**src/rtl/timer_pkg.sv**
```systemverilog
// Shared types for the countdown timer: state encoding and debug-port width.
package timer_pkg;

  localparam int STATE_W = 3;

  typedef enum logic [STATE_W-1:0] {
    IDLE  = 3'd0,
    SET   = 3'd1,
    ARMED = 3'd2,
    RUN   = 3'd3,
    PAUSE = 3'd4,
    DONE  = 3'd5
  } timer_state_t;

endpackage

```
**src/rtl/btn_edge.sv**
```systemverilog
// Two-flop synchroniser for a raw button plus a registered one-cycle rising-edge pulse.
module btn_edge (
  input  logic clk,
  input  logic rst_n,
  input  logic btn,
  output logic pulse
);

  logic sync0;
  logic sync1;
  logic sync1_prev;

  always_ff @(posedge clk or negedge rst_n) begin
    if (!rst_n) begin
      sync0      <= 1'b0;
      sync1      <= 1'b0;
      sync1_prev <= 1'b0;
      pulse      <= 1'b0;
    end else begin
      sync0      <= btn;
      sync1      <= sync0;
      sync1_prev <= sync1;
      pulse      <= sync1 & ~sync1_prev;
    end
  end

endmodule

```
**src/rtl/countdown_timer_fsm.sv**
```systemverilog
// Countdown timer controller: loads from switches, counts down at a programmable
// tick rate with pause/resume, and flashes the LED bank on expiry.
module countdown_timer_fsm
  import timer_pkg::*;
#(
  parameter int WIDTH     = 8,
  parameter int TICK_DIV  = 100_000_000,
  parameter int FLASH_DIV = 50_000_000,
  parameter int LED_W     = 16
) (
  input  logic               clk,
  input  logic               rst_n,
  input  logic [WIDTH-1:0]   sw,
  input  logic               btn_set,
  input  logic               btn_go,
  output logic [WIDTH-1:0]   count,
  output logic               disp_en,
  output logic               done,
  output logic [STATE_W-1:0] state,
  output logic [LED_W-1:0]   led
);

  localparam int PRE_W   = $clog2(TICK_DIV);
  localparam int FLASH_W = $clog2(FLASH_DIV);
  localparam logic [PRE_W-1:0]   PRE_MAX   = PRE_W'(TICK_DIV - 1);
  localparam logic [FLASH_W-1:0] FLASH_MAX = FLASH_W'(FLASH_DIV - 1);

  logic set_ev;
  logic go_ev;

  btn_edge u_set_edge (.clk(clk), .rst_n(rst_n), .btn(btn_set), .pulse(set_ev));
  btn_edge u_go_edge  (.clk(clk), .rst_n(rst_n), .btn(btn_go),  .pulse(go_ev));

  timer_state_t        cur_state, state_next;
  logic [WIDTH-1:0]    count_next, start, start_next;
  logic [PRE_W-1:0]    pre, pre_next;
  logic [FLASH_W-1:0]  flash_cnt, flash_next;
  logic                phase, phase_next;
  logic                tick;

  always_ff @(posedge clk or negedge rst_n) begin
    if (!rst_n) begin
      cur_state <= IDLE;
      count     <= '0;
      start     <= '0;
      pre       <= '0;
      flash_cnt <= '0;
      phase     <= 1'b0;
      disp_en   <= 1'b0;
      done      <= 1'b0;
      led       <= '0;
    end else begin
      cur_state <= state_next;
      count     <= count_next;
      start     <= start_next;
      pre       <= pre_next;
      flash_cnt <= flash_next;
      phase     <= phase_next;
      disp_en   <= (state_next != IDLE);
      done      <= (state_next == DONE);
      led       <= (state_next == DONE && phase_next) ? {LED_W{1'b1}} : '0;
    end
  end

  assign state = cur_state;
  assign tick  = (cur_state == RUN) && (pre == PRE_MAX);

  always_comb begin
    state_next = cur_state;
    count_next = count;
    start_next = start;
    pre_next   = pre;
    flash_next = '0;
    phase_next = 1'b0;

    case (cur_state)
      IDLE: count_next = '0;
      SET: begin
        count_next = sw;
        if (go_ev && sw != '0) begin
          start_next = sw;
          state_next = ARMED;
        end
      end
      ARMED: begin
        count_next = start;
        if (go_ev) begin
          pre_next   = '0;
          state_next = RUN;
        end
      end
      RUN: begin
        pre_next = tick ? '0 : pre + 1'b1;
        // Expiry beats a coincident pause request.
        if (tick && count == WIDTH'(1)) begin
          count_next = '0;
          state_next = DONE;
        end else begin
          if (tick && count != '0) count_next = count - 1'b1;
          if (go_ev) state_next = PAUSE;
        end
      end
      PAUSE: begin
        if (go_ev) state_next = RUN;
      end
      DONE: begin
        count_next = '0;
        if (flash_cnt == FLASH_MAX) begin
          flash_next = '0;
          phase_next = ~phase;
        end else begin
          flash_next = flash_cnt + 1'b1;
          phase_next = phase;
        end
        if (go_ev) begin
          count_next = start;
          state_next = ARMED;
        end
      end
      default: begin
        count_next = '0;
        state_next = IDLE;
      end
    endcase

    if (set_ev) begin
      state_next = SET;
      count_next = sw;
    end

    // Flash always starts lit on DONE entry and is idle everywhere else.
    if (state_next != DONE) begin
      flash_next = '0;
      phase_next = 1'b0;
    end else if (cur_state != DONE) begin
      flash_next = '0;
      phase_next = 1'b1;
    end
  end

endmodule

```
**config.mk**
```make
export PLATFORM = sky130hd
export DESIGN_NAME = countdown_timer_fsm
export DESIGN_NICKNAME = d
export VERILOG_FILES = /design/src/rtl/timer_pkg.sv /design/src/rtl/btn_edge.sv /design/src/rtl/countdown_timer_fsm.sv
export SDC_FILE = /design/constraint.sdc
export NUM_CORES = 1
export LEC_CHECK = 0
export ABC_AREA = 1
export CORE_AREA = 2 2 113 137
export DETAILED_ROUTE_END_ITERATION = 16
export DIE_AREA = 0 0 115 139
export MAX_ROUTING_LAYER = met4
export PLACE_DENSITY = 0.59
export SLEW_MARGIN = 20
export SYNTH_ARGS = -nofsm -noshare
export SYNTH_HDL_FRONTEND = slang
export SYNTH_HIERARCHICAL = 1
export SYNTH_SLANG_ARGS = --single-unit
export TNS_END_PERCENT = 1
```
**constraint.sdc**
```tcl
create_clock -name clk -period 2.7 [get_ports clk]
set_clock_uncertainty 0.05 [all_clocks]
set_input_delay 0.54 -clock clk [delete_from_list [all_inputs] [get_ports clk]]
set_output_delay 0.54 -clock clk [all_outputs]
set_load 0.1 [all_outputs]
```
## Word level (Yosys, flattened, before mapping)

Index checks and enable logic that the tools add are counted.

| word-level totals | value |
|---|---|
| output and inout bits | 29 |
| logic and storage cells | 77 |
| register bits after elaboration | 99 |

| operators by class | value |
|---|---|
| equal/unequal tests | 14 |
| reduce and logical (&&, ||, !) cells | 14 |
| mux-type cells | 24 |
| $add $sub $neg | 3 |
| bitwise logic cells | 5 |

Operators with widths:

| kind | number |
|---|---|
| $mux W26 | 4 |
| $mux W27 | 2 |
| $pmux W27 S2 | 1 |
| $pmux W8 S5 | 1 |
| $mux W8 | 4 |
| $add A27 B1 Y27 const B | 1 |
| $eq A27 B27 Y1 const B | 1 |
| $add A26 B1 Y26 const B | 1 |
| $eq A26 B26 Y1 const B | 1 |
| $mux W3 | 6 |
| $mux W16 | 1 |
| $reduce_bool A8 Y1 | 2 |
| $pmux W3 S5 | 1 |
| $eq A3 B3 Y1 const B | 3 |
| $eq A8 B1 Y1 const B | 1 |
| $sub A8 B1 Y8 const B | 1 |
| $eq A3 B2 Y1 const B | 2 |
| $ne A3 B3 Y1 const B | 2 |
| $reduce_and A2 Y1 | 3 |
| $logic_and A1 B1 Y1 | 5 |
| $mux W1 | 4 |
| $ne A2 B1 Y1 const B | 2 |
| $ne A4 B1 Y1 const B | 1 |
| $eq A3 B1 Y1 const B | 1 |
| 6 further kinds | 9 |

## Longest topological paths before layout

| logic depth | value |
|---|---|
| depth in word-level cells | 10 |
| mapped depth | 14 |
| gate-level depth less buffers | 12 |

## Modules after synthesis

The synthesis kept the hierarchy.

By module, submodules not included:

| module | instances | area an instance (um2) | cells each |
|---|---|---|---|
| countdown_timer_fsm | 1 | 4860.9 | 703 |
| btn_edge | 2 | 110.1 | 6 |

## Least setup slack after synthesis

OpenSTA, ideal clock, no wires.

| timing path | value |
|---|---|
| path kind | register to register |
| start point | reg cur_state[0], in the netlist state[0] |
| end point | reg flash_cnt[5] |
| cell stages (with the launch flop) | 13 |
| period minus slack after synthesis | 2.418 ns |
| slack | 0.282 ns |
| setup time | 0.069 ns |
| arrival | 2.299 ns |
| buffers on the path | 2 |
| data required time | 2.581 ns |
| cells stage by stage | dfrtp_1 > nand2_2 > nor2_4 > nand2_1 > nor2_2 > nand3_2 > buf_6 > nand2_2 > nand2_1 > nand2_2 > nand3_4 > buf_6 > nor2_2 |

| on the way | value |
|---|---|
| longest elaborated chain between the ends | 8 |
| elaborated cells between the ends (all ways) | 21 |
| classes of those cells | eq/ne (7); mux (10); reduce/logical (4) |

RTL lines:

| item | line | source |
|---|---|---|
| start, declared | countdown_timer_fsm.sv:34 | `timer_state_t cur_state, state_next;` |
| start signal, assigned | countdown_timer_fsm.sv:53 | `cur_state <= state_next;` |
| $eq A3 B2 Y1 | countdown_timer_fsm.sv:66, countdown_timer_fsm.sv:76 |  |
| $logic_and A1 B1 Y1 | countdown_timer_fsm.sv:66 | `assign tick = (cur_state == RUN) && (pre == PRE_MAX);` |
| $logic_and A1 B1 Y1 | countdown_timer_fsm.sv:95 | `if (tick && count == WIDTH'(1)) begin` |
| $mux W3 | countdown_timer_fsm.sv:95 |  |
| $pmux W3 S5 | countdown_timer_fsm.sv:76 | `case (cur_state)` |
| $mux W3 | countdown_timer_fsm.sv:126 | `if (set_ev) begin` |
| $ne A3 B3 Y1 | countdown_timer_fsm.sv:132 | `if (state_next != DONE) begin` |
| $mux W26 * | countdown_timer_fsm.sv:132 |  |
| net flash_next[5] | countdown_timer_fsm.sv:37 | `logic [FLASH_W-1:0] flash_cnt, flash_next;` |
| end signal, assigned | countdown_timer_fsm.sv:57 | `flash_cnt <= flash_next;` |
| end, declared | countdown_timer_fsm.sv:37 |  |

The timed path passes the listed nets; every way through them passes the cells marked *.
A chain may end at the register's enable or synchronous reset.

## Worst setup path in the final report

| timing path | value |
|---|---|
| start point | reg pre[0] |
| end point | reg flash_cnt[22] |

| on the way | value |
|---|---|
| longest elaborated chain between the ends | 8 |

RTL lines:

| item | line | source |
|---|---|---|
| start, declared | countdown_timer_fsm.sv:36 | `logic [PRE_W-1:0] pre, pre_next;` |
| start signal, assigned | countdown_timer_fsm.sv:56 | `pre <= pre_next;` |
| $eq A27 B27 Y1 | countdown_timer_fsm.sv:66 |  |
| $logic_and A1 B1 Y1 | countdown_timer_fsm.sv:66 |  |
| $logic_and A1 B1 Y1 | countdown_timer_fsm.sv:95 |  |
| $mux W3 | countdown_timer_fsm.sv:95 |  |
| $pmux W3 S5 | countdown_timer_fsm.sv:76 |  |
| $mux W3 | countdown_timer_fsm.sv:126 |  |
| $ne A3 B3 Y1 | countdown_timer_fsm.sv:132 |  |
| $mux W26 | countdown_timer_fsm.sv:132 |  |
| net flash_next[22] | countdown_timer_fsm.sv:37 |  |

The timed path passes the listed nets, and every way through them passes these cells.

==> summary.txt <==
Status
  • Status: finished, final reports clean

Timing
  • Tcrit/Tclk final: 0.878
  • Hold Slack: 0.0774 ns
  • Final Hold Fails: 0
  • Final Worst Setup Slack: 0.330 ns
  • Finish-stage setup viols: 0
  • Final min period: about 2.4 ns
  • Setup TNS: 0 ns
  • Max Clock Freq: 0.422 GHz
  • Slew at the pin closest to its max-slew limit: ~0.80 ns
  • Max-slew violation count: 0
  • Max_slew headroom: 0.458
  • RSZ-0062 raised after global routing: false

Clocking
  • CTS tree: built
  • Sink Count: 83
  • PostCTS Resize Cnt: 0
  • Root buf cell: clkbuf_16
  • Cts hold-fix bufs: 0
  • H-tree level count: 3
  • Worst-skew pair later-pin latency: ~0.35 ns
  • Max Root-Sink Buffers: 2
  • Post-CTS Setup Inserts: 0
  • Clock transition at path regs: roughly 0.07 ns
  • Total CTS buffers: 9

Worst setup path
  • Crit Path Class: flop to flop
  • CP Data Arrival Time: 2.61 ns
  • Setup slack, reg-to-reg: 0.33 ns
  • Worst path required time: roughly 2.9 ns
  • Worst R2R Path Depth: 12
  • Critical path capture point type: flop
  • Crit start category: flop
  • CP Max Fanout: 28

Worst hold path
  • Worst hold path class: primary input to asynchronous set/reset pin

Drt
  • DRC errors left: 0
  • Final wirelength: between 10 and 15 mm
  • Pre-antenna DRT Iters: 5
  • WL/cell: 13.6 um
  • Via count of the routed design: 4528
  • Avg Vias per Cell: 4.89
  • Routed Antenna Nets: 0
  • Drt initial violations: 230

Layout
  • FF+latch area: around 0.0021 mm^2
  • Final Cell Area: 0.00578 mm^2
  • Fraction of layout cells with a size suffix above 1: 0.127
  • Final core occ: 0.393
  • Synth-to-layout area growth: 13.8%
  • Total Nets Final: 760
  • Fin cells: 926
  • Multi-input logic area: 0.00254 mm^2
  • Fillers: 1549
  • Antenna cell count: 0

Synth
  • Mux share of post-synthesis cell area: 0
  • Seq/Total Area, Yosys: 0.409
  • XOR/XNOR Fraction of Synth Area: 0.0259
  • Synth area leaders: dfrtp_1 (41%), nand2_1 (15%), nand3_1 (6.9%)
  • Top-count cell post-synth: nand2_1
  • Post-synth EDFFs: 0
  • Synth async-reset ratio: 1.00
  • Dominant synthesized flop cell: dfrtp_1
  • Post-synthesis cell area: between 0.005 and 0.006 mm^2
  • Synth top cells by count: nand2_1 (200), nor2_1 (93), dfrtp_1 (83)
  • Gate Count Post-Synth: 715
  • Compound-Gate Fraction of Synth Area: 0.0586
  • Largest family of logic cells by synthesized area: simple AND/OR/NAND/NOR gates
  • Top cell type's share of synthesized area: 0.409
  • Post-Synthesis Net Count: 732
  • Post-synth top area cell: dfrtp_1
  • Post-synthesis area per instance: between 7 and 8 um^2
  • Yosys warnings: 6
  • Synth cell types: 38
  • Post-Synth Simple-Gate Area: 0.403
  • Area share of fa/ha/maj cells after synthesis: 0.0123
  • Number of synthesized register bits: 83

Floorplanning
  • Die height: about 140 um
  • Initial core utilization: 0.345
  • Die Wd: about 120 um
  • Boundary Pins: 41
  • Core region area: 0.0147 mm^2
  • Die Area: 0.0160 mm^2
  • Rows: 49

Global routing
  • Grt total ovfl: 0
  • Vias in the first global route: approximately 4300
  • Largest net degree at the start of global routing: 53
  • Initial antenna violation count: 0
  • GRT Util Overall: 0.174
  • First-pass GRT wire length: 21.3 mm

Placement
  • Hpwl dp: 9.38 mm
  • Routability cong.: 0.908
  • Area post-placement: about 0.0055 mm^2
  • I/O Buffers: 40
  • # placed instances: approximately 900
  • Post-placement worst setup slack: 0.258 ns

Job
  • Max Cap Violations: 0

Power and ir drop
  • Leak: 2.63 nW
  • Power, Total: 4.70 mW
  • Pwr/cell area: 813 mW/mm^2
  • VDD IR max: 0.000439 V
[path summary, 6_finish.rpt]
kind / start / to
max: pre[0]$_DFFE_PN0P_ / flash_cnt[22]$_DFF_PN0_
min in group clk: u_go_edge/sync0$_DFF_PN0_ / u_go_edge/sync1$_DFF_PN0_
min reg2reg: u_go_edge/sync0$_DFF_PN0_ / u_go_edge/sync1$_DFF_PN0_
max in group asynchronous: rst_n / pre[1]$_DFFE_PN0P_
max reg2reg: pre[0]$_DFFE_PN0P_ / flash_cnt[22]$_DFF_PN0_
min: rst_n / count[5]$_DFFE_PN0P_
[kinds of logic after synthesis]
family	Yosys count
AND/OR/NAND/NOR	460
buffers and inverters	101
flip-flops	83
AO/OA/AOI/OAI	51
XOR/XNOR	15
adder cells (fa/ha/maj)	5
[placed cells by master, fill, tap and decap left out, types with 2 or more instances in the layout]
cell | netlist | layout
a21o_1 | 2 | 2
a21oi_1 | 14 | 14
a22oi_1 | 7 | 7
a31oi_1 | 2 | 2
buf_4 | 16 | 35
clkbuf_16 | 0 | 9
clkbuf_8 | 0 | 2
clkdlybuf4s50_1 | 0 | 10
clkinv_1 | 2 | 2
clkinvlp_4 | 0 | 2
dfrtp_1 | 83 | 83
ha_1 | 5 | 5
inv_1 | 68 | 68
inv_2 | 2 | 2
nand2_1 | 200 | 200
nand2_2 | 5 | 5
nand3_1 | 70 | 70
nand3b_1 | 6 | 6
nand4_1 | 16 | 16
nor2_1 | 93 | 92
nor2_2 | 26 | 27
nor3_1 | 30 | 30
nor4_1 | 2 | 2
o211ai_1 | 2 | 2
o21ai_0 | 18 | 18
o22ai_1 | 2 | 2
or2_2 | 7 | 7
xnor2_1 | 4 | 4
xor2_1 | 11 | 11
[area by class of cell]
cell class | count | share of cell area
inverters | 72 | 0.0467
clock buffers | 12 | 0.0443
flip-flops and latches | 83 | 0.359
multi-input cells | 531 | 0.440
clock inverters | 4 | 0.00562
repair buffers | 46 | 0.0662
well taps | 178 | 0.0385
[power breakdown]
part           internal [mW]  switching, mW
clock                  0.679          0.530
sequential              1.40          0.174
combinational          0.459           1.46
total                   2.54           2.17
[flip-flops by register name, indices dropped and copies added (netlist names), 3 cells and up]
signal,flops
count,8
start,8
flash_cnt,26
pre,27
state,3
[routing by layer]
layer | routed length, um | vias up | share of wire | global-route usage
met3 | 358 | 26 | 0.028 | 0.0319
met1 | 5810 | 2080 | 0.46 | 0.219
met2 | 6080 | 74 | 0.48 | 0.266
met5 | 0 | - | 0 | -
met4 | 365 | 0 | 0.029 | 0.0875
li1 | - | 2348 | - | -
[worst max-delay path: stages (launching register included)]
cell	delay, ns
dfrtp_1	0.43
ha_1	0.20
nand2_1	0.07
nor2_2	0.16
nand2_1	0.19
nor2_2	0.21
nand3_2	0.23
nand2_1	0.11
nand2_1	0.05
nand2_1	0.11
nand3_4	0.07
buf_4	0.26
nor2_1	0.15
(Power assumes the default switching activity.)
